`config.mk`:
```
export PLATFORM = sky130hd
export DESIGN_NAME = alu_fullyconn_pe
export DESIGN_NICKNAME = d
export VERILOG_FILES = /design/src/rtl/alu_fullyconn_pe.sv
export SDC_FILE = /design/constraint.sdc
export NUM_CORES = 1
export LEC_CHECK = 0
export ABC_CLOCK_PERIOD_IN_PS = 7900
export CAP_MARGIN = 0
export CORE_MARGIN = 3
export CORE_UTILIZATION = 30
export DETAILED_ROUTE_END_ITERATION = 10
export GPL_TIMING_DRIVEN = 0
export REMOVE_ABC_BUFFERS = 1
export SYNTH_ARGS = -nofsm -noshare
export SYNTH_HDL_FRONTEND = slang
export SYNTH_SLANG_ARGS = --single-unit
```
`constraint.sdc`:
```
create_clock -name clk -period 7.9 [get_ports clk]
set_input_delay 0.79 -clock clk [delete_from_list [all_inputs] [get_ports clk]]
set_output_delay 0.79 -clock clk [all_outputs]
set_load 0.005 [all_outputs]
```
`src/rtl/alu_fullyconn_pe.sv`:
```
// Processing element: 11-bit serially loaded configuration chain driving a 4x4
// operand crossbar, a registered two-input ALU and a 2:1 output bypass mux.
module alu_fullyconn_pe #(
    parameter int size = 32
) (
    input  logic            clk,
    input  logic            reset,
    input  logic            config_en,
    input  logic            config_in,
    output logic            config_out,
    input  logic [size-1:0] in0,
    input  logic [size-1:0] in1,
    input  logic [size-1:0] in2,
    output logic [size-1:0] out0
);

    logic [10:0]     cfg;
    logic [1:0]      alu_op;
    logic            out_sel;
    logic [1:0]      xsel [4];
    logic [size-1:0] xo [4];
    logic [size-1:0] alu_q;
    logic [size-1:0] alu_d;

    always_ff @(posedge clk or posedge reset) begin
        if (reset) begin
            cfg <= '0;
        end else if (config_en) begin
            cfg <= {cfg[9:0], config_in};
        end
    end

    assign config_out = cfg[10];
    assign alu_op     = cfg[1:0];
    assign out_sel    = cfg[2];

    // Each crossbar output reads its own 2-bit field; alu_q is a register, so
    // selecting it breaks any loop through the ALU.
    always_comb begin
        for (int k = 0; k < 4; k++) begin
            xsel[k] = cfg[4+2*k -: 2];
            case (xsel[k])
                2'b00:   xo[k] = in0;
                2'b01:   xo[k] = in1;
                2'b10:   xo[k] = in2;
                default: xo[k] = alu_q;
            endcase
        end
    end

    // xo[2] and xo[3] are reserved for extension and intentionally not consumed.
    always_comb begin
        alu_d = '0;
        case (alu_op)
            2'b00:   alu_d = xo[0] + xo[1];
            2'b01:   alu_d = xo[0] - xo[1];
            2'b10:   alu_d = xo[0] & xo[1];
            default: alu_d = xo[0] | xo[1];
        endcase
    end

    always_ff @(posedge clk or posedge reset) begin
        if (reset) begin
            alu_q <= '0;
        end else if (!config_en) begin
            alu_q <= alu_d;
        end
    end

    assign out0 = out_sel ? in2 : alu_q;

endmodule

```
; ---- Word-level counts from Yosys, hierarchy flattened
; Index checks and enable logic that the tools add are counted.
[classes]
reduce_logical = 3
bitwise = 2
muxes = 4
eq_ne = 6
addsub = 2
[op_table]
columns = operator, count
row1 = case mux 32 bit (3 select lines), 3
row2 = adder 32 bit, 1
row3 = AND 32 bit, 1
row4 = two-way mux 32 bit, 1
row5 = bitwise OR 32 bit, 1
row6 = subtractor 32 bit, 1
row7 = "== test 2 x 1 -> 1 bit, second input constant", 3
row8 = "== test 2 bit, second input constant", 3
row9 = zero test 2 bit, 3
[totals]
inputBits = 100
out_inout_bits = 33
ff_bits = 43

; ---- Longest topological paths before layout
; Gate-level depths: netlist of run 1.
[logic_depth]
word_depth = 4
ltp_mapped = 19
mapped_depth_nobuf = 17

; ---- Least setup slack after synthesis of run 1
; Ideal clock, no wire load.
[synth_timing]
path_type = input -> register
start = in in2[7]
end = reg alu_q[28]
arrival_ns = 4.401
required_ns = 7.774
n_path_buf = 0
setup_ns = 0.126
path_slack_ns = 3.373
path_stages = 17
path_cell_list = mux4_2 > or4_4 > nor4b_4 > nand4b_1 > or2_1 > nor2_2 > a21oi_1 > xnor2_1 > ha_1 > a21o_1 > a21o_1 > a21oi_1 > nor2_1 > nor2_1 > o41ai_1 > mux2i_1 > a221o_1
[synth_via]
elab_chain_cells = 3
word_cells_on_any_way = 5
classes_between = 2 x add/sub / 3 x mux
[synth_rtl]
columns = element, line_no
row1 = from (decl), 13  ; input logic [size-1:0] in2,
row2 = case mux 32 bit (3 select lines), 42  ; case (xsel[k])
row3 = subtractor 32 bit or adder 32 bit (tied branches), "56, 55"
row4 = case mux 32 bit (3 select lines) *, 54  ; case (alu_op)
row5 = to (signal assigned), 66  ; alu_q <= alu_d;
row6 = to (decl), 22  ; logic [size-1:0] alu_q;
; Every way passes the cells marked *; elsewhere a longest branch is shown, timed or not.
; A chain may end at the register's enable or synchronous reset.

; ---- Worst setup path in the final report of run 1
[layout_timing]
start = reg cfg[5]
end = reg alu_q[28]
[layout_via]
elab_chain_cells = 4
word_cells_on_any_way = 9
classes_between = 2 x add/sub / 2 x eq/ne / 2 x mux / 2 x bitwise / 1 x reduce/logical
[layout_rtl]
columns = element, line_no
row1 = from (decl), 17  ; logic [10:0] cfg;
row2 = from (signal assigned), 29  ; cfg <= {cfg[9:0], config_in};
row3 = == test 2 bit (tied with other cells), 42
row4 = case mux 32 bit (3 select lines) *, 42
row5 = subtractor 32 bit (tied with other cells), 56  ; 2'b01: alu_d = xo[0] - xo[1];
row6 = case mux 32 bit (3 select lines) *, 54
; Marks and branches as above.

==> results of run 1 <==
## registers in the layout, summed over array words and instances (netlist names)
name	flops
alu_q	32
cfg	11
## cell type report
class,count,share of cell area (%)
timing repair buffer,137,17.4
clock buffer,8,1.93
inverter,22,1.02
multi-input combinational,551,62.1
sequential,43,13.4
tap,270,4.17
## worst max-delay path by stage
stage,startpoint,end,slack (ns)
detailed placement,in2[9],alu_q[28],2.31
finish,cfg[5],alu_q[28],2.44
floorplan,cfg[5],alu_q[28],2.52
CTS,cfg[5],alu_q[28],2.43
global route,cfg[5],alu_q[28],2.09
global placement,cfg[5],alu_q[28],1.34
## per-stage QoR
step | util [%] | hold WS, ns
floorplan | - | 0.475
global placement | 38.2 | 0.487
detailed placement | 38.7 | 0.495
CTS | 39.4 | 0.510
global route | 39.4 | 0.521
finish | 39.4 | 0.509
## per-layer routing
metal	routed length [um]	share of wire, %	vias to the layer above
met2	8530	44	127
li1	-	-	2755
met3	946	4.9	10
met1	9640	50	2738
met4	173	0.90	0
met5	0	0	-
## Yosys cell counts (7+ instances only)
| cell type | count |
|---|---|
| inv_1 | 22 |
| ha_1 | 40 |
| o21ai_0 | 35 |
| mux2_2 | 41 |
| nor3_1 | 7 |
| nand2_1 | 47 |
| nand3_1 | 9 |
| buf_1 | 9 |
| nor2_1 | 32 |
| o211ai_1 | 9 |
| a21oi_1 | 62 |
| xor2_1 | 12 |
| xnor2_1 | 36 |
| mux4_2 | 64 |
| clkbuf_1 | 30 |
| maj3_1 | 30 |
| o22ai_1 | 9 |
| dfrtp_1 | 43 |
| o21a_1 | 11 |
| a21o_1 | 14 |
## worst max-delay path: cells and delay by family (launching register included)
kind,cells,cell delay (ns)
and+or+nand+nor,5,1.64
xor gates and xnor gates,1,0.21
AOI/OAI and AO/OA,6,1.42
buffers and inverters,1,0.28
muxes,2,0.75
adders and majority gates,1,0.28
DFF,1,0.75
## power by group through the flow
stage | registers [mW] | clock network [mW] | logic, mW
after CTS | 0.498 | 0.239 | 2.26
final | 0.494 | 0.233 | 2.26
after detailed placement | 0.501 | 0 | 2.24
after global routing | 0.521 | 0.248 | 2.51
after global placement | 0.535 | 0 | 2.18
after floorplan | 0.459 | 0 | 1.65
## logic make-up after synthesis
group | Yosys count
AOI/OAI and AO/OA | 184
xor gates and xnor gates | 48
adders and majority gates | 71
buffers and inverters | 65
DFF | 43
muxes | 110
and+or+nand+nor | 138
==> results.yml, run 1 <==
yosys:
  synth_seq_cells: 43
  ys_top_cells_by_area: "mux4_2 23%, dfrtp_1 17%, ha_1 7.9%, mux2_2 7.2%, xnor2_1 4.9%"
  yosysSeqAreaShare_pct: 16.9
  synthDistinctLibCells: 64
  netlist_area_um2: 6370
  synth_area_per_cell_um2: 9.67
  synth_mux_area_share_pct: 30.7
  synth_compound_area_share_pct: 17.9
  ys.flop_type: "dfrtp_1"
  syn_inst: 659
  synth-edff-count: 0
  synth_adder_area_share_pct: 12.9
  synth_top_area_cell: "mux4_2"
  yosys_warnings: 0
  yosysTopAreaCellShare_pct: 22.6
  ys_async_sr_fraction_pct: 100
  synth_top_family_by_area: "multiplexers"
  synthXorXnorAreaFrac_pct: 6.60
  synth_simple_gate_area_share_pct: 10.9
grt:
  grt_max_degree: 49
  grt_use_met2_pct: 27.1
  grt_pass1_wl_um: 31100
  grt_overflow_total: 0
  grt_pass1_vias: 5741
  grt_busiest_layer: "met2"
  gr-usage-all-layers_pct: 17.2
  grtUsageMet3_pct: 2.02
  antenna_found_initial: 0
  met1_usage_pct: 25.7
floorplan:
  start_util_pct: 31.0
  die_y_um: 152
  die_area_um2: 23000
  coreArea_um2: 20600
  row_count: 52
  io_pins: 133
  dieWidth_um: 152
place:
  dpl.cell_count: 1023
  gp_congestion: 0.888
  portBuffers: 132
  pre_cts_ws_ns: 2.31
  place_area_um2: 7950
  dpl.hpwl_um: 14300
cells_and_area:
  fin_cells: 1031
  final_common_cell: "clkdlybuf4s50_1"
  final_cell_mix: "131 x clkdlybuf4s50_1, 64 x mux4_2, 62 x a21oi_1, 47 x nand2_1, 41 x mux2_2"
  fin_nets: 901
  areaGrowthSynthToFinish_pct: 27.3
  seqCellArea_um2: 1080
  final_area_um2: 8110
  multi_input_area_um2: 5030
  n_fill_cell: 2055
  n_antenna_cell: 0
  final_layout_size_suffix_gt1_share_pct: 18.0
detailed_routing:
  drtPass1Iterations: 5
  post_drt_wl_per_cell_um: 18.7
  via_count: 5630
  wl_um: 19300
  routed_via_density: 5.46
  antenna_left: 0
  drtIter0Drc: 379
  drc: 0
clocking:
  clock_latency_ns: 0.30
  cts_buffer_depth: 2
  cts_root_buf: "clkbuf_16"
  ctsHoldBuffers: 0
  numCtsBuffers: 5
  clock-sinks: 43
  clk_pin_slew_ns: 0.06
  cts_tree: "built"
  cts_resized: 0
  post_cts_buffers: 0
  ctsHtreeMaxLevel: 2
pwr:
  power.switching_mw: 1.39
  swShare_pct: 46.6
  leakagePower_nw: 2.96
  finalPower_mw: 2.98
  power_frac_seq_pct: 16.5
  power_frac_clock_pct: 7.8
  power_density_nw_per_um2: 368
  irDropWorstVdd_mv: 0.125
  combPwrFrac_pct: 75.7
  internal-power_mw: 1.59
critical_path:
  r2r-start: "cfg[5]"
  crit_fanout: 19
  worstSetupPathType: "register to register"
  slowest_stage: "dfrtp_2"
  reg2regPathDepth: 16
  start_kind: "register"
  path_common_cell: "a21oi_1"
  worst_setup_path_end_kind: "register"
  slowest_delay_ns: 0.75
  rr_endpoint: "alu_q[28]"
  worstPathArrival_ns: 5.64
  r2r_setup_slack_ns: 2.44
  crit_required_ns: 8.08
  crit_chain: "buf_12 -> mux4_2 -> or4_4 -> nor4b_4 -> nand4b_1 -> or2_1 -> o21ai_1 -> xor2_1 -> ha_1 -> a21oi_1 -> nand2_1 -> a21o_1 -> a21oi_1 -> o41ai_1 -> mux2i_1 -> a221o_1"
worst_hold_path:
  hold_path.startpoint: "cfg[7]"
  min_to: "cfg[7]"
  hold_class: "register to register"
  holdPathStages: 1
sta:
  fin_skew_ns: 0.00923
  tightest_slew_ns: 1.09
  setup_ws_ns: 2.44
  period_share_pct: 69.1
  fmax_ghz: 0.183
  tns_ns: 0
  setup_viol_count_final: 0
  timing.slew.headroom_pct: 27.5
  rsz0062_at_grt: "false"
  drv_slew: 0
  hold_violations: 0
  finalCriticalPeriod_ns: 5.46
outcome:
  status: "complete, no violations"
run:
  maxCapViolCount: 0
Note: power is estimated with default switching activity, not from simulation.
==> inputs of run 2 (changes only) <==
Settings changed: ABC_CLOCK_PERIOD_IN_PS 7900 to 4750.
Clock period 7.9 ns to 4.75 ns, I/O delays scaled along.
==> results.yml, run 2 (synthesis results as in run 1) <==
sta:
  drv_slew: 0
  tns_ns: 0
  hold_violations: 0
  finalCriticalPeriod_ns: 4.71
  fin_skew_ns: 0.00962
  period_share_pct: 99.1
  rsz0062_at_grt: "true"
  timing.slew.headroom_pct: 27.3
  tightest_slew_ns: 1.09
  setup_viol_count_final: 0
  fmax_ghz: 0.212
critical_path:
  reg2regPathDepth: 19
  worstPathArrival_ns: 4.89
  crit_fanout: 6
  crit_chain: "clkdlybuf4s50_1 -> mux4_2 -> or4_4 -> nor4b_4 -> nand4b_1 -> or2_4 -> nor2_4 -> a21oi_2 -> xnor2_1 -> ha_2 -> a21o_1 -> a21o_1 -> a21oi_2 -> nor2_1 -> nor2_1 -> o41ai_2 -> mux2i_1 -> a221o_1"
  worst_setup_path_end_kind: "register"
  r2r_setup_slack_ns: 0.05
  cp-startpoint: "in2[6]"
  r2r-start: "cfg[5]"
  slowest_delay_ns: 0.57
  slowest_stage: "mux4_2"
  rr_endpoint: "alu_q[28]"
  worstSetupPathType: "input pin to register"
  start_kind: "input pin"
  crit_required_ns: 4.93
  crit_end: "alu_q[28]"
worst_hold_path:
  hold_class: "input pin to async pin"
grt:
  antenna_found_initial: 0
  grt_overflow_total: 0
  gr-usage-all-layers_pct: 17.5
  grt_pass1_wl_um: 31400
  grt_max_degree: 49
  grt_pass1_vias: 5797
pwr:
  leakagePower_nw: 3.11
  power_frac_clock_pct: 7.3
  combPwrFrac_pct: 77.9
  internal-power_mw: 2.84
  power_frac_seq_pct: 14.9
  finalPower_mw: 5.30
  power_density_nw_per_um2: 628
  power.switching_mw: 2.46
  swShare_pct: 46.4
  irDropWorstVdd_mv: 0.224
clocking:
  numCtsBuffers: 5
  clock_latency_ns: 0.30
  ctsHtreeMaxLevel: 2
  cts_buffer_depth: 2
  cts_tree: "built"
  clk_pin_slew_ns: 0.06
  cts_root_buf: "clkbuf_16"
  clock-sinks: 43
cells_and_area:
  final_cell_mix: "131 x clkdlybuf4s50_1, 64 x mux4_2, 56 x a21oi_1, 47 x nand2_1, 41 x mux2_2"
  final_area_um2: 8450
  fin_nets: 926
  top_register: "alu_q"
  n_antenna_cell: 0
  areaGrowthSynthToFinish_pct: 32.6
  n_fill_cell: 2040
  fin_cells: 1056
  final_common_cell: "clkdlybuf4s50_1"
  largest_reg_flops: 32
  top_regs: "alu_q (32), cfg (11)"
  final_layout_size_suffix_gt1_share_pct: 23.2
detailed_routing:
  post_drt_wl_per_cell_um: 18.9
  drc: 0
  drtPass1Iterations: 5
  via_count: 5805
  antenna_left: 0
  routed_via_density: 5.50
  drtIter0Drc: 387
  wl_um: 20000
place:
  portBuffers: 132
  gp_congestion: 0.888
  place_area_um2: 7950
  dpl.hpwl_um: 14300
  dpl.cell_count: 1023
floorplan:
  die_area_um2: 23000
  die_y_um: 152
  io_pins: 133
  dieWidth_um: 152
  coreArea_um2: 20600
  start_util_pct: 31.0
  row_count: 52
outcome:
  status: "complete, no violations"
run:
  maxCapViolCount: 0
==> run 2: metal layers <==
metal	global-route usage (%)	part of all wire [%]
met2	27.6	45
met3	2.02	4.9
met5	0	0
met4	3.28	0.86
met1	25.9	49
==> run 2: area by class of cell <==
cell class / instances / area, um^2 / area share [%]
Sequential cell: 43 / 1100 / 13.0
Tap cell: 270 / 338 / 4.00
Clock buffer: 8 / 156 / 1.85
Multi-Input combinational cell: 551 / 5150 / 61.0
Inverter: 22 / 82.6 / 0.977
Timing Repair Buffer: 162 / 1620 / 19.2
==> run 2: timing repair <==
item / in CTS / in global routing
pin swaps: 1 / 18
endpoints found under the setup margin: 20 / 14
buffers inserted: 5 / 20
resized for setup: 13 / 23
hold buffers: 0 / 0
==> run 2: through the flow <==
stage          hold WS [ns]  setup slack, ns  util [%]
2_1_floorplan         0.475           -0.634         -
3_3_place_gp          0.487            -1.81      38.2
3_5_place_dp          0.495           -0.715      38.7
4_1_cts               0.510          0.00466      39.9
5_1_grt               0.521          -0.0894      41.1
6_report              0.500           0.0421      41.1
==> run 2: how the worst min path moves through the flow <==
stage | cells after the start | to | startpoint | slack [ns]
2_1_floorplan | 1 | cfg[7] | cfg[7] | 0.47
3_3_place_gp | 1 | cfg[8] | cfg[7] | 0.49
3_5_place_dp | 1 | cfg[8] | cfg[7] | 0.50
4_1_cts | 2 | alu_q[14] | reset | 0.51
5_1_grt | 1 | cfg[9] | cfg[9] | 0.52
6_report | 2 | alu_q[14] | reset | 0.50
==> run 2: worst max-delay path, delay by kind of cell <==
kind	cells	cell delay (ns)
simple gates	7	1.74
compound gates	6	0.98
buf+inv	1	0.44
mux	2	0.73
xor+xnor	1	0.18
fa+ha+maj	1	0.33
==> run 2: power by group through the flow <==
stage	registers (mW)	clock network, mW	logic [mW]
final	0.788	0.386	4.13
after global routing	0.827	0.412	4.54
after CTS	0.794	0.397	3.86
after detailed placement	0.834	0	3.72
after global placement	0.890	0	3.63
after floorplan	0.763	0	2.74
==> inputs of run 3 (changes only) <==
--- a/config.mk
+++ b/config.mk
@@ -13,3 +13,3 @@
 export GPL_TIMING_DRIVEN = 0
-export REMOVE_ABC_BUFFERS = 1
+export SKIP_LAST_GASP = 1
 export SYNTH_ARGS = -nofsm -noshare
==> constraint.sdc (replaced) <==
create_clock -name clk -period 4.75 [get_ports clk]
set_input_delay 0.95 -clock clk [delete_from_list [all_inputs] [get_ports clk]]
set_output_delay 0.95 -clock clk [all_outputs]
set_load 0.005 [all_outputs]
==> results.yml, run 3 (synthesis results as in run 1) <==
cells_and_area:
  final_cell_mix: "102 x clkdlybuf4s50_1, 64 x mux4_2, 51 x a21oi_1, 45 x nand2_1, 43 x dfrtp_1"
  final_area_um2: 8800
  areaGrowthSynthToFinish_pct: 38.1
  top_register: "alu_q"
  final_common_cell: "clkdlybuf4s50_1"
  top_regs: "alu_q (32), cfg (11)"
  largest_reg_flops: 32
  n_antenna_cell: 0
  final_layout_size_suffix_gt1_share_pct: 27.1
  fin_nets: 966
run:
  maxCapViolCount: 0
detailed_routing:
  via_count: 6295
  wl_met2_um: 11400
  drtPass1Iterations: 5
  wl_um: 24500
  routed_via_density: 5.74
  drtIter0Drc: 452
  antenna_left: 0
  wl_met3_um: 1860
  post_drt_wl_per_cell_um: 22.4
  dr.max_layer_used: "met4"
  met1Wirelength_um: 10700
  drc: 0
critical_path:
  worstPathArrival_ns: 4.90
  worstSetupPathType: "register to register"
  reg2regPathDepth: 12
  start_kind: "register"
  worst_setup_path_end_kind: "register"
  crit_required_ns: 4.95
  crit_fanout: 10
sta:
  setup_viol_count_final: 0
  hold_violations: 0
  rsz0062_at_grt: "true"
  period_share_pct: 99.0
  fin_skew_ns: 0.00802
  timing.slew.headroom_pct: 38.1
  finalCriticalPeriod_ns: 4.70
  fmax_ghz: 0.213
  tns_ns: 0
  tightest_slew_ns: 0.929
  drv_slew: 0
worst_hold_path:
  holdPathStages: 1
  hold_class: "register to register"
floorplan:
  die_area_um2: 23000
  die_y_um: 152
  io_pins: 133
  coreArea_um2: 20600
  dieWidth_um: 152
  start_util_pct: 31.0
  row_count: 52
grt:
  grt_pass1_wl_um: 36500
  grt_overflow_total: 0
  grt_pass1_vias: 6317
  antenna_found_initial: 0
  grt_max_degree: 30
  gr-usage-all-layers_pct: 21.1
clocking:
  cts_root_buf: "clkbuf_16"
  clk_pin_slew_ns: 0.08
  numCtsBuffers: 5
  ctsHoldBuffers: 0
  cts_buffer_depth: 2
  cts_tree: "built"
  ctsHtreeMaxLevel: 2
  clock-sinks: 43
  clock_latency_ns: 0.31
pwr:
  power_density_nw_per_um2: 652
  leakagePower_nw: 3.41
  finalPower_mw: 5.74
  irDropWorstVdd_mv: 0.229
outcome:
  status: "complete, no violations"
place:
  dpl.hpwl_um: 18200
  place_area_um2: 8050
  portBuffers: 132
  gp_congestion: 0.905
yosys:
  synthesis.nets: 800
-- run 3: final timing paths --
path,startpoint,endpoint,slack (ns)
worst max register to register,cfg[4],alu_q[28],0.05
max in group asynchronous,reset,cfg[1],3.30
worst min-delay path,cfg[8],cfg[8],0.51
worst min register to register,cfg[8],cfg[8],0.51
worst max-delay path,cfg[4],alu_q[28],0.05
min in group asynchronous,reset,alu_q[2],0.95
-- run 3: where the power goes --
group	internal [mW]	total [mW]	switching (mW)
clock network	0.225	0.411	0.186
logic	2.22	4.63	2.41
registers	0.534	0.698	0.164
-- run 3: final cells by class --
class | count | area (um^2)
clock buffer | 7 | 153
tap | 270 | 338
multi-input combinational | 551 | 5380
clock inverter | 1 | 7.51
sequential | 43 | 1080
inverter | 22 | 82.6
buffer | 36 | 183
fill | 2033 | 11800
timing repair buffer | 166 | 1580
-- run 3: critical path: stages (launching register included) --
cell and delay (ns):
dfrtp_1 0.33, clkbuf_1 0.47, clkdlybuf4s15_1 0.87, mux4_2 0.47, fa_1 0.49, a21o_1 0.21, a221oi_2 0.48, a2bb2oi_4 0.26
o21ai_4 0.11, a31oi_4 0.37, o41ai_4 0.11, mux2i_1 0.14, a221o_1 0.27
-- run 3: through the flow --
stage	hold WS (ns)	setup slack, ns	instances	utilization, %
floorplan	0.475	0.0629	659	-
CTS	0.512	0.000226	1083	41.2
detailed placement	0.495	-1.12	1062	39.1
global placement	0.491	-1.10	1061	39.1
finish	0.511	0.0495	1096	42.8
global route	0.522	-0.100	1096	42.8
-- run 3: what timing repair did --
| action | 4_1_cts | 5_1_grt |
|---|---|---|
| pin swaps | 20 | 46 |
| resized for setup | 57 | 86 |
| gates cloned | 0 | 0 |
| setup endpoints to repair | 24 | 18 |
| buffers inserted | 16 | 17 |
-- run 3: routing by layer --
layer  global-route usage (%)  vias up
li1                         -     2878
met4                     5.57        0
met1                     29.2     3102
met5                        0        -
met3                     3.39       36
met2                     34.6      279
